$ cat src/rtl/jk_seq_pkg.sv
// Shared types and helpers for the JK-cell sequencing controller:
// controller state encoding, mode codes and Gray/binary conversion.
package jk_seq_pkg;

  typedef enum logic [1:0] {
    IDLE = 2'b00,
    LOAD = 2'b01,
    RUN  = 2'b10,
    DONE = 2'b11
  } state_t;

  localparam logic [1:0] MODE_UP   = 2'b00;
  localparam logic [1:0] MODE_DOWN = 2'b01;
  localparam logic [1:0] MODE_GRAY = 2'b10;
  localparam logic [1:0] MODE_PP   = 2'b11;

  // Converters work on the widest supported register (16 bits). Narrower
  // callers zero-extend on the way in and truncate on the way out. Zero
  // upper bits convert to zero upper bits, so narrow values are unaffected.
  function automatic logic [15:0] gray2bin(input logic [15:0] g);
    logic [15:0] b;
    b[15] = g[15];
    for (int i = 14; i >= 0; i--) begin
      b[i] = b[i+1] ^ g[i];
    end
    return b;
  endfunction

  function automatic logic [15:0] bin2gray(input logic [15:0] b);
    return b ^ (b >> 1);
  endfunction

endpackage

$ cat src/rtl/jk_seq_ctrl_if.sv
// Command/status bundle between the issuing logic (master) and the
// JK sequencing controller (slave).
interface jk_seq_ctrl_if #(parameter int WIDTH = 4);
  logic             start;
  logic [1:0]       mode;
  logic [WIDTH-1:0] load_val;
  logic [WIDTH-1:0] limit;
  logic             step_en;
  logic             abort;
  logic [WIDTH-1:0] q;
  logic             busy;
  logic             done;

  modport master (
    output start, mode, load_val, limit, step_en, abort,
    input  q, busy, done
  );

  modport slave (
    input  start, mode, load_val, limit, step_en, abort,
    output q, busy, done
  );
endinterface

$ cat src/rtl/jk_seq_ctrl_jk_cell.sv
// Single JK flip-flop: 00 hold, 01 clear, 10 set, 11 toggle.
// Asynchronous active-high reset to 0.
module jk_cell (
  input  logic clk,
  input  logic reset,
  input  logic j,
  input  logic k,
  output logic q
);

  // JK excitation applied on each rising edge
  always_ff @(posedge clk or posedge reset) begin
    if (reset) begin
      q <= 1'b0;
    end else begin
      case ({j, k})
        2'b01:   q <= 1'b0;
        2'b10:   q <= 1'b1;
        2'b11:   q <= ~q;
        default: q <= q;
      endcase
    end
  end

endmodule

$ cat src/rtl/jk_seq_ctrl.sv
// Sequencing controller for a WIDTH-bit JK-cell register. Accepts a
// start/mode/load/limit command, loads the register, then steps it up,
// down, in Gray code or ping-pong for the programmed number of steps.
// Optional feature macro: JK_SEQ_GRAY_EN builds the Gray stepping path;
// without it mode 10 steps as plain binary up.
module jk_seq_ctrl
  import jk_seq_pkg::*;
#(
  parameter int WIDTH = 4
) (
  input  logic           clk,
  input  logic           reset,
  jk_seq_ctrl_if.slave   bus
);

  localparam logic [WIDTH-1:0] ONE  = {{(WIDTH-1){1'b0}}, 1'b1};
  localparam logic [WIDTH-1:0] ONES = {WIDTH{1'b1}};

  state_t           state, state_nxt;
  logic [1:0]       mode_r;
  logic [WIDTH-1:0] load_r;
  logic [WIDTH-1:0] limit_r;
  logic [WIDTH-1:0] steps;
  logic             dir_up;

  logic [WIDTH-1:0] q_w;
  logic [WIDTH-1:0] next_q;
  logic [WIDTH-1:0] target;
  logic [WIDTH-1:0] j_w, k_w;
  logic             eff_up;
  logic             step;
  logic             last_step;

  assign step      = (state == RUN) && bus.step_en && !bus.abort;
  assign last_step = (steps == (limit_r - ONE));

`ifdef JK_SEQ_GRAY_EN
  logic [WIDTH-1:0] gray_bin;
  logic [WIDTH-1:0] gray_nxt;
  assign gray_bin = WIDTH'(gray2bin(16'(q_w))) + ONE;
  assign gray_nxt = WIDTH'(bin2gray(16'(gray_bin)));
`endif

  // Successor value of the register for the latched mode; ping-pong
  // turns around at the ends even when loaded at an end value
  always_comb begin
    eff_up = dir_up;
    if (q_w == ONES) begin
      eff_up = 1'b0;
    end else if (q_w == '0) begin
      eff_up = 1'b1;
    end
    case (mode_r)
      MODE_DOWN: next_q = q_w - ONE;
      MODE_PP:   next_q = eff_up ? (q_w + ONE) : (q_w - ONE);
`ifdef JK_SEQ_GRAY_EN
      MODE_GRAY: next_q = gray_nxt;
`endif
      default:   next_q = q_w + ONE;
    endcase
  end

  // Target register value for this edge and its per-bit JK excitation
  always_comb begin
    target = q_w;
    case (state)
      LOAD:    if (!bus.abort) target = load_r;
      RUN:     if (step) target = next_q;
      default: target = q_w;
    endcase
    j_w = target & ~q_w;
    k_w = q_w & ~target;
  end

  // Next-state decode; abort wins over stepping in LOAD and RUN
  always_comb begin
    state_nxt = state;
    case (state)
      IDLE: if (bus.start) state_nxt = LOAD;
      LOAD: begin
        if (bus.abort)          state_nxt = IDLE;
        else if (limit_r == '0) state_nxt = DONE;
        else                    state_nxt = RUN;
      end
      RUN: begin
        if (bus.abort)                     state_nxt = IDLE;
        else if (bus.step_en && last_step) state_nxt = DONE;
      end
      DONE:    state_nxt = IDLE;
      default: state_nxt = IDLE;
    endcase
  end

  // State register
  always_ff @(posedge clk or posedge reset) begin
    if (reset) begin
      state <= IDLE;
    end else begin
      state <= state_nxt;
    end
  end

  // Command latch, step counter and ping-pong direction
  always_ff @(posedge clk or posedge reset) begin
    if (reset) begin
      mode_r  <= MODE_UP;
      load_r  <= '0;
      limit_r <= '0;
      steps   <= '0;
      dir_up  <= 1'b1;
    end else begin
      if (state == IDLE && bus.start) begin
        mode_r  <= bus.mode;
        load_r  <= bus.load_val;
        limit_r <= bus.limit;
        steps   <= '0;
      end
      if (state == LOAD) begin
        dir_up <= 1'b1;
      end
      if (step) begin
        steps <= steps + ONE;
        if (mode_r == MODE_PP) begin
          if (next_q == ONES)    dir_up <= 1'b0;
          else if (next_q == '0) dir_up <= 1'b1;
          else                   dir_up <= eff_up;
        end
      end
    end
  end

  for (genvar i = 0; i < WIDTH; i++) begin : g_cell
    jk_cell u_cell (
      .clk   (clk),
      .reset (reset),
      .j     (j_w[i]),
      .k     (k_w[i]),
      .q     (q_w[i])
    );
  end

  assign bus.q    = q_w;
  assign bus.busy = (state == LOAD) || (state == RUN);
  assign bus.done = (state == DONE);

endmodule

$ cat src/flat_wrapper.sv
// flat-port wrapper written by rule: the top's interface ports become plain ports
module jk_seq_ctrl_flat import jk_seq_pkg::*;
#(
  parameter int WIDTH = 4
)
  (clk, reset, bus_start, bus_mode, bus_load_val, bus_limit, bus_step_en, bus_abort, bus_q, bus_busy, bus_done);
  jk_seq_ctrl_if #(.WIDTH(WIDTH)) bus_i ();
  input  logic clk;
  input  logic reset;
  input wire logic [$bits(bus_i.start)-1:0] bus_start;
  input wire logic [$bits(bus_i.mode)-1:0] bus_mode;
  input wire logic [$bits(bus_i.load_val)-1:0] bus_load_val;
  input wire logic [$bits(bus_i.limit)-1:0] bus_limit;
  input wire logic [$bits(bus_i.step_en)-1:0] bus_step_en;
  input wire logic [$bits(bus_i.abort)-1:0] bus_abort;
  output wire logic [$bits(bus_i.q)-1:0] bus_q;
  output wire logic [$bits(bus_i.busy)-1:0] bus_busy;
  output wire logic [$bits(bus_i.done)-1:0] bus_done;
  assign bus_i.start = bus_start;
  assign bus_i.mode = bus_mode;
  assign bus_i.load_val = bus_load_val;
  assign bus_i.limit = bus_limit;
  assign bus_i.step_en = bus_step_en;
  assign bus_i.abort = bus_abort;
  assign bus_q = bus_i.q;
  assign bus_busy = bus_i.busy;
  assign bus_done = bus_i.done;
  jk_seq_ctrl #(.WIDTH(WIDTH)) u_core (.clk(clk), .reset(reset), .bus(bus_i));
endmodule
$ cat config.mk
export PLATFORM = sky130hd
export DESIGN_NAME = jk_seq_ctrl_flat
export DESIGN_NICKNAME = d
export VERILOG_FILES = /design/src/rtl/jk_seq_pkg.sv /design/src/rtl/jk_seq_ctrl_if.sv /design/src/rtl/jk_seq_ctrl_jk_cell.sv /design/src/rtl/jk_seq_ctrl.sv /design/src/flat_wrapper.sv
export SDC_FILE = /design/constraint.sdc
export NUM_CORES = 1
export LEC_CHECK = 0
export BUFFER_PORTS_ARGS = -buffer_cell sky130_fd_sc_hd__clkbuf_2
export CORE_ASPECT_RATIO = 0.8
export CORE_MARGIN = 10
export CORE_UTILIZATION = 41
export DETAILED_ROUTE_END_ITERATION = 16
export GPL_TIMING_DRIVEN = 1
export RECOVER_POWER = 50
export SLEW_MARGIN = 20
export SYNTH_ARGS = -nofsm -noshare
export SYNTH_HDL_FRONTEND = slang
export SYNTH_HIERARCHICAL = 1
export SYNTH_SLANG_ARGS = --single-unit
$ cat constraint.sdc
create_clock -name clk -period 2.2 [get_ports clk]
set_input_delay 0.33 -clock clk [delete_from_list [all_inputs] [get_ports clk]]
set_output_delay 0.33 -clock clk [all_outputs]
set_load 0.02 [all_outputs]
==> impl_results.rst, run 1 <==
.. list-table::
   :header-rows: 1

   * - Metric
     - Value
   * - Detailed-placement wirelength estimate
     - around 2800 µm
   * - CP startpoint kind
     - flop
   * - Yosys Warn Count
     - 6
   * - Sequential share of power
     - 27.5%
   * - Number of levels the H-tree was split into
     - 1
   * - Relative contribution of the clock network to total power
     - 10.0%
   * - Fraction of power spent switching nets
     - between 40 and 50%
   * - Post-Synthesis Net Count
     - ~180
   * - Result of the run
     - finished, final reports clean
   * - Area of combinational cells with multiple inputs
     - between 900 and 1000 µm²
   * - Wire length of the first global-routing pass
     - ~6200 µm
   * - Power Internal
     - approximately 1.5 mW
   * - Placed cell areas
     - ~1700 µm²
   * - Core Util, Final
     - ~53%
   * - Pins Over Slew Limit
     - 0
   * - Number of clock sinks
     - 21
   * - Source-to-sink clock delay at the later pin of the worst-skew pair
     - ~0.27 ns
   * - WP data required
     - 2.40 ns
   * - Ratio of routed vias to standard cells
     - ~5.4
   * - Final weighted congestion in routability-driven placement
     - 0.856
   * - Fillers
     - 320
   * - Initial standard-cell utilization of the core
     - 43.1%
   * - Kind of critical path
     - flop to flop
   * - Share of synthesized area occupied by flip-flops and latches
     - 35.2%
   * - Worst rel slew slack
     - around 56%
   * - Pleak
     - 0.845 nW
   * - Antenna violations before repair
     - 0
   * - Die X-Extent
     - slightly below 90 µm
   * - Top cells by area, synth
     - sky130_fd_sc_hd__dfrtp_1, sky130_fd_sc_hd__ha_1, sky130_fd_sc_hd__mux2_2, sky130_fd_sc_hd__inv_1, sky130_fd_sc_hd__nand2_1
   * - Root cell of the clock tree
     - sky130_fd_sc_hd__clkbuf_8
   * - Arrival time of the worst setup path
     - 2.27 ns
   * - Buffers & Inverters on Critical Path
     - 0
   * - Synth top cells by count
     - sky130_fd_sc_hd__dfrtp_1, sky130_fd_sc_hd__inv_1, sky130_fd_sc_hd__nand2_1, sky130_fd_sc_hd__nor2_1, sky130_fd_sc_hd__mux2_2
   * - Wirelength, routed
     - 3640 µm
   * - Main flop type after synthesis
     - sky130_fd_sc_hd__dfrtp_1
   * - Cell area after technology mapping
     - ~1500 µm²
   * - Total Nets Final
     - 213
   * - Post-synthesis cell type with the largest combined area
     - sky130_fd_sc_hd__dfrtp_1
   * - Power per unit of standard cell area
     - between 1000 and 1500 nW/µm²
   * - Total vias in the final route
     - around 1200
   * - Number of maximum-capacitance constraint violations
     - 0
   * - Crit-path most repeated cell
     - sky130_fd_sc_hd__a21boi_4
   * - Clock-pin slew of the registers on the worst-case setup and hold paths
     - 0.08 ns
   * - Net load switching power
     - about 1.2 mW
   * - Area inside the core boundary
     - ~3500 µm²
   * - Setup clock skew after layout
     - between 0.001 and 0.0015 ns
   * - Synthesized instance count
     - 157
   * - Die Outline Area
     - 6480 µm²
   * - Cell with the most instances after synthesis
     - sky130_fd_sc_hd__dfrtp_1
   * - Final hold violation count
     - 0
   * - Worst vdd ir
     - ~0.57 mV
   * - Total non-filler cell area in the finished layout
     - 1840 µm²
   * - Crit path max-delay family
     - compound AO/OA/AOI/OAI gates
   * - Post-detailed-route count of antenna-violating nets
     - 0
   * - Clock tree buffer depth
     - 2
   * - Cell type of the slowest stage on the worst timing path
     - sky130_fd_sc_hd__dfrtp_2
   * - Number of buffers created by CTS
     - 3
   * - Share of final-layout standard cells stronger than drive strength 1
     - about a third
   * - Number of enable-type register cells in the synthesized netlist
     - 0
   * - Synth Area per Inst
     - 9.53 µm²
   * - TritonCTS clock tree
     - done
   * - Fraction of power consumed by combinational cells
     - about 63%
   * - Final Cycle Share
     - a little over nine tenths
   * - Total of flip-flops plus latches after synthesis
     - 21
   * - Number of standard-cell rows in the floorplan
     - 19
   * - Worst min path class
     - primary input to flop
   * - Number of standard cells in the final layout excluding fillers
     - 230
   * - Input/output buffers
     - 20
   * - Ordered list of cells on the worst path
     - ha_4 -> a21boi_4 -> a21boi_4 -> nand4b_4 -> a21o_1 -> and2_4 -> o22ai_4 -> and3b_1 -> nor2_1 -> a21oi_2
   * - Vias in the first global route
     - around 1200
   * - Longest individual stage delay on the worst path
     - between 0.4 and 0.5 ns
   * - Total GRT Usage
     - around an eighth
   * - Vertical die dimension
     - ~74 µm
   * - First-iteration detailed-routing DRC count
     - between 70 and 80
   * - Ports placed on the boundary
     - 21
   * - Area overhead of the layout relative to synthesis
     - 22.7%
   * - Min Tclk post-route
     - between 2 and 2.5 ns
   * - Mean routed wirelength per cell
     - roughly 16 µm
   * - First drt pass iteration count
     - 4
   * - Number of distinct library cells after synthesis
     - 51
   * - Worst setup EP type
     - flop
   * - Worst Path Max Fanout
     - 6
   * - Transition time of the tightest slew-check pin
     - roughly 0.65 ns
   * - Placed insts
     - 221
   * - Global route total overflow
     - 0
   * - Area of all sequential standard cells
     - approximately 530 µm²
   * - Area fraction of the dominant cell type after synthesis
     - about a third
   * - Diode count
     - 0
   * - Setup total negative slack
     - 0 ns
   * - Final setup violation count
     - 0
   * - Highest achievable clock rate
     - 0.484 GHz
   * - DRC errors left
     - 0
   * - Async set-reset flop share out of synthesis
     - 100%
   * - Largest net degree at the start of global routing
     - 18
-- sequential cells by signal, indices dropped and copies added, names as in the netlist --
name	cells
u_core/load_r	4
u_core/mode_r	2
u_core/g_cell.u_cell/q	4
u_core/limit_r	4
u_core/dir_up	1
u_core/state	2
u_core/steps	4
-- cells by family after synthesis --
family / after synthesis / synth area share, %
simple gates: 54 / 21.2
compound gates: 34 / 17.1
flops: 21 / 35.2
buf+inv: 18 / 4.68
mux: 13 / 9.53
fa+ha+maj: 9 / 7.53
xor+xnor: 8 / 4.68
-- final cells by class --
| cell class | count | share of cell area (%) |
|---|---|---|
| multi-input combinational | 118 | 52.7 |
| sequential | 21 | 28.8 |
| timing repair buffer | 32 | 10.4 |
| tap | 42 | 2.86 |
| inverter | 13 | 2.66 |
| clock buffer | 3 | 2.25 |
| clock inverter | 1 | 0.409 |
-- final timing paths --
kind	from	endpoint	slack, ns	depth (start not counted)
setup / recovery	u_core/g_cell[0].u_cell/q	u_core/g_cell[3].u_cell/q	0.13	10
hold reg to reg	u_core/load_r[1]	u_core/load_r[1]	0.55	1
max in group asynchronous	reset	u_core/load_r[2]	1.03	3
min in group asynchronous	reset	u_core/g_cell[0].u_cell/q	0.49	3
setup reg to reg	u_core/g_cell[0].u_cell/q	u_core/g_cell[3].u_cell/q	0.13	10
hold / removal	bus_load_val[0]	u_core/load_r[0]	0.28	2
-- worst register-to-register path, delay by kind of cell, from the launching register on --
family | cells | cell delay [ns]
flops | 1 | 0.46
simple gates | 4 | 0.60
fa+ha+maj | 1 | 0.20
compound gates | 5 | 0.73
-- per-layer routing --
metal,up-vias,share of wire [%],GRT usage [%],wire length [µm]
met5,-,0,0,0
met4,0,0.74,3.71,27
met3,4,6.2,4.37,224
met2,28,41,16.9,1510
met1,587,52,16.4,1880
li1,616,-,-,-
-- what timing repair did --
item / CTS / global route
gates resized for setup: 1 / 12
hold buffers: 1 / 0
endpoints found under the setup margin: 1 / 3
pin swaps: 1 / 6
buffers inserted: 0 / 4
endpoints found under the hold margin: 4 / 0
-- metrics by stage --
| step | worst slack (ns) | total power [mW] | hold WS, ns |
|---|---|---|---|
| finish | 0.132 | 2.72 | 0.284 |
| global route | -0.00724 | 2.96 | 0.272 |
| CTS | 0.0113 | 2.53 | 0.283 |
| detailed placement | 0.00911 | 2.26 | 0.210 |
| global placement | 0.106 | 2.20 | 0.212 |
| floorplan | 0.0615 | 1.84 | 0.0587 |
-- cell usage in the layout (no fill, tap or decap), types with 2 or more instances in the layout --
cell	netlist	layout
sky130_fd_sc_hd__xnor2_1	4	4
sky130_fd_sc_hd__mux2i_1	3	3
sky130_fd_sc_hd__nand2b_1	2	2
sky130_fd_sc_hd__clkbuf_2	0	18
sky130_fd_sc_hd__nor3_1	4	4
sky130_fd_sc_hd__o21ai_0	5	5
sky130_fd_sc_hd__a21oi_1	6	5
sky130_fd_sc_hd__mux2_2	10	10
sky130_fd_sc_hd__dfrtp_2	0	2
sky130_fd_sc_hd__xor2_1	4	3
sky130_fd_sc_hd__nand2_1	11	11
sky130_fd_sc_hd__nor2b_1	3	2
sky130_fd_sc_hd__and3_1	2	2
sky130_fd_sc_hd__clkbuf_8	0	3
sky130_fd_sc_hd__clkbuf_1	2	2
sky130_fd_sc_hd__dfrtp_1	20	18
sky130_fd_sc_hd__nor3b_2	1	2
sky130_fd_sc_hd__nor4b_1	2	2
sky130_fd_sc_hd__a21boi_4	1	2
sky130_fd_sc_hd__o21ai_1	4	4
sky130_fd_sc_hd__inv_1	13	12
sky130_fd_sc_hd__ha_1	9	7
sky130_fd_sc_hd__nand3_1	6	6
sky130_fd_sc_hd__nor2_1	11	11
sky130_fd_sc_hd__buf_4	0	11
sky130_fd_sc_hd__nand3b_1	2	2
-- power groups by stage --
stage	Sequential (mW)	Combinational [mW]	Clock, mW
2_1_floorplan	0.765	1.08	0
3_3_place_gp	0.738	1.46	0
3_5_place_dp	0.749	1.51	0
4_1_cts	0.741	1.52	0.276
5_1_grt	0.772	1.89	0.297
6_report	0.747	1.70	0.271
Note: power is estimated with default switching activity, not from simulation.
==> inputs of run 2 (changes only) <==
SYNTH_HIERARCHICAL = default   (was 1)
==> run 2 against run 1 <==
  * Sequential share of layout area is 1.4 points lower
  * Non-clock buffer count is 12 higher
  * Utilization is 1.8 points higher
  * Final cell count is 4.8% higher
  * Highest routed layer unchanged
  * Routed wire length is 5.0% higher
  * Die area is 2.4% higher
  * Design area is 4.8% higher
  * The flow now finishes with violations (negative setup slack)
  * Clock skew is 0.0028 ns higher
  * Critical endpoint is now u_core.g_cell[3].u_cell.q
  * Clock power is 3% lower
  * Register-to-register slack worse by 0.29 ns
  * Power is 11% lower
  * Hold slack worse by 0.094 ns
==> impl_results.rst, run 2 <==
.. list-table::
   :header-rows: 1

   * - Metric
     - Value
   * - Power per unit of standard cell area
     - between 1000 and 1500 nW/µm²
   * - Vias in the first global route
     - 1416
   * - Highest achievable clock rate
     - 0.424 GHz
   * - Total non-filler cell area in the finished layout
     - 1920 µm²
   * - Global route total overflow
     - 0
   * - WP data required
     - 2.36 ns
   * - Area overhead of the layout relative to synthesis
     - 24.5%
   * - Power Internal
     - ~1.4 mW
   * - Pins Over Slew Limit
     - 0
   * - Initial standard-cell utilization of the core
     - between 40% and 50%
   * - TritonCTS clock tree
     - done
   * - Antenna violations before repair
     - 0
   * - Fillers
     - 325
   * - Vertical die dimension
     - 74.9 µm
   * - Worst min path class
     - primary input to async pin
   * - Post-Synthesis Net Count
     - roughly 190
   * - Top cells by area, synth
     - sky130_fd_sc_hd__dfrtp_1, sky130_fd_sc_hd__mux2_2, sky130_fd_sc_hd__ha_1, sky130_fd_sc_hd__xnor2_1, sky130_fd_sc_hd__a21oi_1
   * - Post-detailed-route count of antenna-violating nets
     - 0
   * - Final weighted congestion in routability-driven placement
     - 0.928
   * - Wire length of the first global-routing pass
     - 6650 µm
   * - Die X-Extent
     - roughly 89 µm
   * - Root cell of the clock tree
     - sky130_fd_sc_hd__clkbuf_8
   * - Async set-reset flop share out of synthesis
     - 100%
   * - Detailed-placement wirelength estimate
     - just under 3000 µm
   * - Final hold violation count
     - 0
   * - Arrival time of the worst setup path
     - ~2.5 ns
   * - Share of final-layout standard cells stronger than drive strength 1
     - 41.2%
   * - Total design power
     - approximately 2.4 mW
   * - Number of enable-type register cells in the synthesized netlist
     - 0
   * - Hold_ws
     - 0.190 ns
   * - Number of buffers created by CTS
     - 3
   * - Worst Path Max Fanout
     - 4
   * - Diode count
     - 0
   * - Main flop type after synthesis
     - sky130_fd_sc_hd__dfrtp_1
   * - Fraction of power consumed by combinational cells
     - 61.7%
   * - Total vias in the final route
     - ~1300
   * - Startpoint of the worst setup timing path
     - u_core.g_cell[0].u_cell.q
   * - Result of the run
     - finished with violations
   * - Synthesized instance count
     - between 150 and 200
   * - Synth Area per Inst
     - 9.66 µm²
   * - Worst rel slew slack
     - 45.8%
   * - Clock-pin slew of the registers on the worst-case setup and hold paths
     - ~0.08 ns
   * - First drt pass iteration count
     - 4
   * - Largest net degree at the start of global routing
     - 22
   * - Most frequent standard cell in the layout excluding fill and tap cells
     - sky130_fd_sc_hd__buf_4
   * - Number of levels the H-tree was split into
     - 1
   * - Transition time of the tightest slew-check pin
     - 0.812 ns
   * - Wirelength, routed
     - roughly 3800 µm
   * - Setup clock skew after layout
     - ~0.0042 ns
   * - Setup total negative slack
     - -0.454 ns
   * - Min Tclk post-route
     - between 2 and 2.5 ns
   * - Die Outline Area
     - 6640 µm²
   * - Ports placed on the boundary
     - 21
   * - Fraction of power spent switching nets
     - around two fifths
   * - Final Cycle Share
     - 107%
   * - Yosys Warn Count
     - 0
   * - Final worst-path setup slack
     - -0.159 ns
   * - Cell area after technology mapping
     - 1550 µm²
   * - Pleak
     - around 0.9 nW
   * - Area fraction of the dominant cell type after synthesis
     - about a third
   * - Synth top cells by count
     - sky130_fd_sc_hd__dfrtp_1, sky130_fd_sc_hd__mux2_2, sky130_fd_sc_hd__ha_1, sky130_fd_sc_hd__inv_1, sky130_fd_sc_hd__nand2_1
   * - Number of clock sinks
     - 21
   * - CP startpoint kind
     - flop
   * - Sequential share of power
     - between 20% and 30%
   * - Number of standard-cell rows in the floorplan
     - 19
   * - Number of distinct library cells after synthesis
     - 42
   * - DRC errors left
     - 0
   * - Clock tree buffer depth
     - 2
   * - Input/output buffers
     - 20
   * - Kind of critical path
     - flop to flop
   * - Pre-CTS setup slack
     - -0.147 ns
   * - Origin of the critical flop-to-flop path
     - u_core.g_cell[0].u_cell.q
   * - Cell with the most instances after synthesis
     - sky130_fd_sc_hd__dfrtp_1
   * - Net load switching power
     - 1.01 mW
   * - Worst setup EP type
     - flop
   * - First-iteration detailed-routing DRC count
     - 94
   * - Source-to-sink clock delay at the later pin of the worst-skew pair
     - around 0.27 ns
   * - Mean routed wirelength per cell
     - about 16 µm
   * - Share of synthesized area occupied by flip-flops and latches
     - roughly a third
   * - Ratio of routed vias to standard cells
     - between 5 and 6
   * - Final setup violation count
     - 3
   * - Unrepaired setup endpoints after global routing
     - true
   * - Post-synthesis cell type with the largest combined area
     - sky130_fd_sc_hd__dfrtp_1
   * - Number of hold buffers added after cts
     - 0
   * - Total of flip-flops plus latches after synthesis
     - 21
   * - Violated checks
     - negative setup slack
   * - Worst vdd ir
     - 0.553 mV
   * - Area inside the core boundary
     - around 3500 µm²
   * - Commonest cells after routing, fill and taps aside
     - sky130_fd_sc_hd__buf_4, sky130_fd_sc_hd__clkbuf_2, sky130_fd_sc_hd__dfrtp_1, sky130_fd_sc_hd__mux2_2, sky130_fd_sc_hd__nand2_1
   * - Relative contribution of the clock network to total power
     - between 10% and 20%
   * - Placed cell areas
     - ~1800 µm²
   * - Total Nets Final
     - 228
   * - Number of maximum-capacitance constraint violations
     - 0
   * - Total GRT Usage
     - ~12%
## run 2: cell types whose count changed after synthesis, sizes merged, moves of 3 or more
cell	before	now
mux2	10	15
buf	3	6
o21ai	10	7
a21boi	3	0
a21oi	6	10
ha	9	13
## run 2: cell families (layout without fill, tap and decap cells)
| kind of cell | count (synthesis) | in the layout | synth area share, % |
|---|---|---|---|
| muxes | 16 | 16 | 11.6 |
| xor gates and xnor gates | 8 | 8 | 4.53 |
| and+or+nand+nor | 43 | 43 | 14.3 |
| buffers and inverters | 22 | 61 | 6.48 |
| AOI/OAI and AO/OA | 37 | 37 | 18.5 |
| adders and majority gates | 13 | 13 | 10.5 |
| DFF | 21 | 21 | 34.1 |
## run 2: repair_timing
item,4_1_cts,5_1_grt
buffers inserted,2,4
pin swaps,6,6
setup endpoints to repair,3,4
gates resized for setup,2,3
## run 2: worst max-delay path: stages, from the launching register on
cell and delay, ns:
sky130_fd_sc_hd__dfrtp_2 0.45, sky130_fd_sc_hd__ha_4 0.17, sky130_fd_sc_hd__a21bo_1 0.20, sky130_fd_sc_hd__o21a_1 0.21
sky130_fd_sc_hd__o41ai_2 0.24, sky130_fd_sc_hd__xnor2_1 0.13, sky130_fd_sc_hd__a31o_1 0.23, sky130_fd_sc_hd__ha_1 0.31
sky130_fd_sc_hd__mux2_4 0.30
## run 2: path summary, 6_finish.rpt
| check | endpoint | slack, ns | cells after the start |
|---|---|---|---|
| setup reg to reg | u_core.g_cell[3].u_cell.q | -0.16 | 8 |
| max in group asynchronous | u_core.g_cell[0].u_cell.q | 1.46 | 2 |
| setup / recovery | u_core.g_cell[3].u_cell.q | -0.16 | 8 |
| hold reg to reg | u_core.load_r[1] | 0.52 | 1 |
| hold / removal | u_core.steps[1] | 0.19 | 2 |
| min in group clk | u_core.limit_r[0] | 0.29 | 2 |
## run 2: stage by stage
step	util, %	cells
floorplan	-	160
global placement	51.6	231
detailed placement	51.6	231
CTS	53.6	237
global route	54.7	241
finish	54.7	241
## run 2: area by class of cell
class                   instances  area, µm²  share of cell area, %
well taps                      42       52.6                   2.73
clock buffers                   3       41.3                   2.15
multi-input cells             117        966                   50.2
flip-flops and latches         21        528                   27.4
inverters                      13       48.8                   2.54
repair buffers                 44        280                   14.6
clock inverters                 1       7.51                  0.390
## run 2: power by group through the flow
stage	combinational [mW]	sequential (mW)	clock [mW]
detailed placement	1.37	0.679	0
global route	1.67	0.691	0.288
global placement	1.33	0.670	0
floorplan	0.982	0.646	0
CTS	1.44	0.672	0.275
finish	1.50	0.668	0.263
## run 2: layer usage
| layer | vias up | part of all wire (%) | track usage [%] |
|---|---|---|---|
| met5 | - | 0 | 0 |
| met4 | 0 | 1.0 | 2.86 |
| met3 | 7 | 8.6 | 4.42 |
| met2 | 47 | 46 | 20.7 |
| met1 | 609 | 44 | 15.0 |
| li1 | 644 | - | - |
